### src/rtl/arithmetic_left_shift_serial_pkg.sv
// Shared definitions for the shift blocks: FSM state type and default operand sizes.
package arithmetic_left_shift_serial_pkg;

  typedef enum logic [1:0] {
    IDLE  = 2'd0,
    SHIFT = 2'd1,
    DONE  = 2'd2
  } state_t;

  localparam int unsigned DEFAULT_WIDTH = 8;
  localparam int unsigned DEFAULT_SHW   = 4;

endpackage

### src/rtl/arithmetic_left_shift_serial_if.sv
// Start/done request bus of the serial arithmetic left shifter.
interface arithmetic_left_shift_serial_if #(
  parameter int unsigned WIDTH = arithmetic_left_shift_serial_pkg::DEFAULT_WIDTH,
  parameter int unsigned SHW   = arithmetic_left_shift_serial_pkg::DEFAULT_SHW
);

  logic             start;
  logic [WIDTH-1:0] A;
  logic [SHW-1:0]   Shift_value;
  logic             busy;
  logic             done;
  logic [WIDTH-1:0] Arithmetic_left_shift_Output;
  logic             overflow;

  modport master (
    output start, A, Shift_value,
    input  busy, done, Arithmetic_left_shift_Output, overflow
  );

  modport slave (
    input  start, A, Shift_value,
    output busy, done, Arithmetic_left_shift_Output, overflow
  );

endinterface

### src/rtl/arithmetic_left_shift_serial.sv
// Serial arithmetic left shifter: one bit per clock, sticky signed-overflow detection,
// start/done handshake. Result and overflow hold until the next completion.
module arithmetic_left_shift_serial
  import arithmetic_left_shift_serial_pkg::*;
#(
  parameter int unsigned WIDTH = DEFAULT_WIDTH,
  parameter int unsigned SHW   = DEFAULT_SHW
) (
  input  logic                           clk,
  input  logic                           rst_n,
  arithmetic_left_shift_serial_if.slave  bus
);

  state_t           state, state_nx;
  logic [WIDTH-1:0] work, work_nx;
  logic [SHW-1:0]   count, count_nx;
  logic             sticky, sticky_nx;
  logic [WIDTH-1:0] result, result_nx;
  logic             ovf, ovf_nx;
  logic             busy_q, done_q;

  always_ff @(posedge clk or negedge rst_n) begin
    if (!rst_n) begin
      state  <= IDLE;
      work   <= '0;
      count  <= '0;
      sticky <= 1'b0;
      result <= '0;
      ovf    <= 1'b0;
      busy_q <= 1'b0;
      done_q <= 1'b0;
    end else begin
      state  <= state_nx;
      work   <= work_nx;
      count  <= count_nx;
      sticky <= sticky_nx;
      result <= result_nx;
      ovf    <= ovf_nx;
      // busy/done registered from the next state so they track the state register exactly
      busy_q <= (state_nx != IDLE);
      done_q <= (state_nx == DONE);
    end
  end

  always_comb begin
    state_nx  = state;
    work_nx   = work;
    count_nx  = count;
    sticky_nx = sticky;
    result_nx = result;
    ovf_nx    = ovf;
    unique case (state)
      IDLE: begin
        if (bus.start) begin
          work_nx   = bus.A;
          count_nx  = bus.Shift_value;
          sticky_nx = 1'b0;
          state_nx  = SHIFT;
        end
      end
      SHIFT: begin
        if (count == '0) begin
          result_nx = work;
          ovf_nx    = sticky;
          state_nx  = DONE;
        end else begin
          // sign bit would change on this step
          sticky_nx = sticky | (work[WIDTH-1] ^ work[WIDTH-2]);
          work_nx   = {work[WIDTH-2:0], 1'b0};
          count_nx  = count - SHW'(1);
        end
      end
      DONE: begin
        state_nx = IDLE;
      end
      default: begin
        state_nx = IDLE;
      end
    endcase
  end

  assign bus.busy                         = busy_q;
  assign bus.done                         = done_q;
  assign bus.Arithmetic_left_shift_Output = result;
  assign bus.overflow                     = ovf;

endmodule

### src/flat_wrapper.sv
// flat-port wrapper written by rule: the top's interface ports become plain ports
module arithmetic_left_shift_serial_flat import arithmetic_left_shift_serial_pkg::*;
#(
  parameter int unsigned WIDTH = DEFAULT_WIDTH,
  parameter int unsigned SHW   = DEFAULT_SHW
)
  (clk, rst_n, bus_start, bus_A, bus_Shift_value, bus_busy, bus_done, bus_Arithmetic_left_shift_Output, bus_overflow);
  arithmetic_left_shift_serial_if #(.WIDTH(WIDTH), .SHW(SHW)) bus_i ();
  input  logic clk;
  input  logic rst_n;
  input wire logic [$bits(bus_i.start)-1:0] bus_start;
  input wire logic [$bits(bus_i.A)-1:0] bus_A;
  input wire logic [$bits(bus_i.Shift_value)-1:0] bus_Shift_value;
  output wire logic [$bits(bus_i.busy)-1:0] bus_busy;
  output wire logic [$bits(bus_i.done)-1:0] bus_done;
  output wire logic [$bits(bus_i.Arithmetic_left_shift_Output)-1:0] bus_Arithmetic_left_shift_Output;
  output wire logic [$bits(bus_i.overflow)-1:0] bus_overflow;
  assign bus_i.start = bus_start;
  assign bus_i.A = bus_A;
  assign bus_i.Shift_value = bus_Shift_value;
  assign bus_busy = bus_i.busy;
  assign bus_done = bus_i.done;
  assign bus_Arithmetic_left_shift_Output = bus_i.Arithmetic_left_shift_Output;
  assign bus_overflow = bus_i.overflow;
  arithmetic_left_shift_serial #(.WIDTH(WIDTH), .SHW(SHW)) u_core (.clk(clk), .rst_n(rst_n), .bus(bus_i));
endmodule
### config.mk
export PLATFORM = sky130hd
export DESIGN_NAME = arithmetic_left_shift_serial_flat
export DESIGN_NICKNAME = d
export VERILOG_FILES = /design/src/rtl/arithmetic_left_shift_serial_pkg.sv /design/src/rtl/arithmetic_left_shift_serial_if.sv /design/src/rtl/arithmetic_left_shift_serial.sv /design/src/flat_wrapper.sv
export SDC_FILE = /design/constraint.sdc
export NUM_CORES = 1
export LEC_CHECK = 0
export BUFFER_PORTS_ARGS = -buffer_cell sky130_fd_sc_hd__buf_2
export CORE_UTILIZATION = 55
export CTS_CLUSTER_DIAMETER = 200
export DETAILED_ROUTE_END_ITERATION = 6
export PLACE_DENSITY = 0.78
export SKIP_CTS_REPAIR_TIMING = 1
export SYNTH_ARGS = -nofsm -noshare
export SYNTH_HDL_FRONTEND = slang
export SYNTH_SLANG_ARGS = --single-unit
### constraint.sdc
create_clock -name clk -period 3.29 [get_ports clk]
set_clock_uncertainty 0.05 [all_clocks]
set_input_delay 0.329 -clock clk [delete_from_list [all_inputs] [get_ports clk]]
set_output_delay 0.329 -clock clk [all_outputs]
set_load 0.01 [all_outputs]
==> results_dict.tcl <==
set metrics [dict create \
    clkSinkCount 26 \
    yosysTopAreaCell "dfrtp_1" \
    yosysUniqueCellTypes 33 \
    antennaDiodeCount 0 \
    grt_pass1_wl_um 3290 \
    min-delay-start "bus_A[0]" \
    yosys_warnings 0 \
    syn_area_mm2 0.00116 \
    fp.coreArea_mm2 0.00198 \
    drtPass1Iterations 4 \
    start_kind "flip-flop" \
    final_max_slew_viol_count 0 \
    antenna_found_initial 0 \
    ys_seq_elements 26 \
    end_kind "flip-flop" \
    setup_viol 0 \
    die-width_um 48.0 \
    async_flop_share 1.00 \
    r2r_slack_ps 1360 \
    hold_end "u_core.work[0]" \
    fin_cells 147 \
    min_path_type "in2reg" \
    crit_arrival_ps 2100 \
    start_util 0.586 \
    placementRows 16 \
    grt_pass1_vias 715 \
    synth_common_cells "dfrtp_1 (26), mux2_1 (9), mux2i_1 (5), o21ai_0 (5)" \
    io_pins 26 \
    ir_drop_v 0.000573 \
    tightestPinTransition_ps 709 \
    period_needed_ps 1930 \
    status "completed" \
    r2r_cells 4 \
    gp_congestion 0.914 \
    area_growth_syn_to_layout_pct 17.4 \
    final_hold_viol_count 0 \
    syn_nets 108 \
    path_clk_slew_ps 140 \
    r2r_end "u_core.bus.Arithmetic_left_shift_Output[5]" \
    drv_cap 0 \
    cts.htree.levels 1 \
    cp.required_ps 3470 \
    synth.area.top_cells "dfrtp_1 (56%), mux2_1 (8.7%), mux2i_1 (4.3%)" \
    design.die.area_mm2 0.00230 \
    path_cells "nor2b_1, nand2_4, inv_2, mux2_1" \
    cts_buffers 3 \
    setup-tns-final_ps 0 \
    slowest_delay_ps 620 \
    synth_top_area_frac 0.560 \
    drive_gt1_frac 0.308 \
    first_iter_violations 8 \
    synthCells 92 \
    seq_area_frac_synth 0.560 \
    synthMostInstantiatedCell "dfrtp_1" \
    yosys_most_used_dff "dfrtp_1" \
    crit_slowest_cell "nor2b_1" \
    syn_avg_cell_area_um2 12.6 \
    worstReg2RegStart "u_core.state[0]" \
    layout.nets 137 \
    leakage_nw 0.692 \
    remaining_drc_errors 0 \
    cts_root_buf "clkbuf_4" \
    clk_latency_ps 330 \
    grt-ovfl-total 0 \
    min_path_cells 2 \
    numPortBuffers 25 \
    vias 817 \
    worstSetupPathType "reg2reg" \
    rsz0062_at_grt "false" \
    num-fill-cells 153 \
    dpl_cell_area_mm2 0.00130 \
    max_slew_margin 0.526 \
    dp_cells 142 \
    synth-edff-count 0 \
    wl_per_cell_um 14.3 \
    post_drt_via_cell_ratio 5.56 \
    drtAntennaViolNets 0 \
    wl_um 2100 \
    die_y_um 48.0 \
    cts_tree "done" \
    p_per_area_mw_per_mm2 938 \
    grt_usage 0.214 \
    cts_buffer_depth 2 \
    place_hpwl_um 1550 \
    fin_area_mm2 0.00137 \
    min_period_over_period 0.585 \
    fmax_mhz 519 \
    grt_max_degree 27 \
    path_max_fanout 9 \
]
==> sequential cells by signal, summed over array words and instances (netlist names) <==
| signal | flops |
|---|---|
| u_core.bus.Arithmetic_left_shift_Output | 8 |
| u_core.work | 8 |
| u_core.count | 4 |
| u_core.state | 2 |
| u_core.bus.busy | 1 |
| u_core.bus.done | 1 |
| u_core.bus.overflow | 1 |
| u_core.sticky | 1 |
==> logic make-up after synthesis <==
| logic type | Yosys count | share of synthesized area |
|---|---|---|
| AO/OA/AOI/OAI | 23 | 0.137 |
| buffers and inverters | 8 | 0.0355 |
| adder cells (fa/ha/maj) | 1 | 0.0108 |
| XOR/XNOR | 1 | 0.00754 |
| multiplexers | 14 | 0.130 |
| AND/OR/NAND/NOR | 19 | 0.119 |
| flip-flops | 26 | 0.560 |
==> per-layer routing <==
layer / vias to the layer above / wire, um / track usage
li1: 393 / - / -
met1: 392 / 948 / 0.296
met2: 30 / 1030 / 0.346
met3: 2 / 104 / 0.0453
met4: 0 / 19 / 0.0500
met5: - / 0 / 0
==> power by group <==
group	total, W	switching, W	internal, W
sequential	0.000549	0.0000979	0.000451
clock	0.000220	0.0000964	0.000123
combinational	0.000511	0.000269	0.000242
total	0.00128	0.000463	0.000817
==> worst max-delay path: cells and delay by family, from the launching register on <==
kind / cells / cell delay (ps)
and+or+nand+nor: 2 / 830
buffers and inverters: 1 / 130
DFF: 1 / 500
muxes: 1 / 320
==> how the worst max path moves through the flow <==
stage / slack [ps] / start / endpoint
2_1_floorplan: 1720 / u_core.count[0] / u_core.bus.Arithmetic_left_shift_Output[4]
3_3_place_gp: 1480 / u_core.state[0] / u_core.bus.Arithmetic_left_shift_Output[5]
3_5_place_dp: 1390 / u_core.state[0] / u_core.bus.Arithmetic_left_shift_Output[5]
4_1_cts: 1330 / u_core.state[0] / u_core.bus.Arithmetic_left_shift_Output[5]
5_1_grt: 1250 / u_core.state[0] / u_core.bus.Arithmetic_left_shift_Output[4]
6_report: 1360 / u_core.state[0] / u_core.bus.Arithmetic_left_shift_Output[5]
==> layout make-up <==
cell class | count | area [um^2] | share of cell area
clock buffers | 3 | 22.5 | 0.0165
clock inverters | 1 | 30.0 | 0.0220
inverters | 6 | 22.5 | 0.0165
multi-input cells | 58 | 470 | 0.345
flip-flops and latches | 26 | 651 | 0.477
well taps | 27 | 33.8 | 0.0247
repair buffers | 26 | 135 | 0.0990
==> cells in the final DEF (no fill, tap or decap), types with 2 or more instances in the layout <==
cell type	n
inv_1	3
dfrtp_1	26
mux2i_1	5
buf_2	25
clkbuf_4	3
mux2_1	9
a221o_1	4
nor3b_1	3
nor2_1	2
o21ai_0	5
a21oi_1	2
inv_2	3
and2_1	4
o21ai_1	4
a31oi_1	2
==> through the flow <==
stage / setup slack, ps / utilization / hold WS, ps / power, W
5_1_grt: 1250 / 0.689 / 171 / 0.00138
4_1_cts: 1330 / 0.684 / -62.1 / 0.00129
6_report: 1360 / 0.689 / 178 / 0.00128
3_3_place_gp: 1480 / 0.657 / 302 / 0.00105
2_1_floorplan: 1720 / - / -16.6 / 0.000934
3_5_place_dp: 1390 / 0.657 / 307 / 0.00107
(Power assumes the default switching activity.)
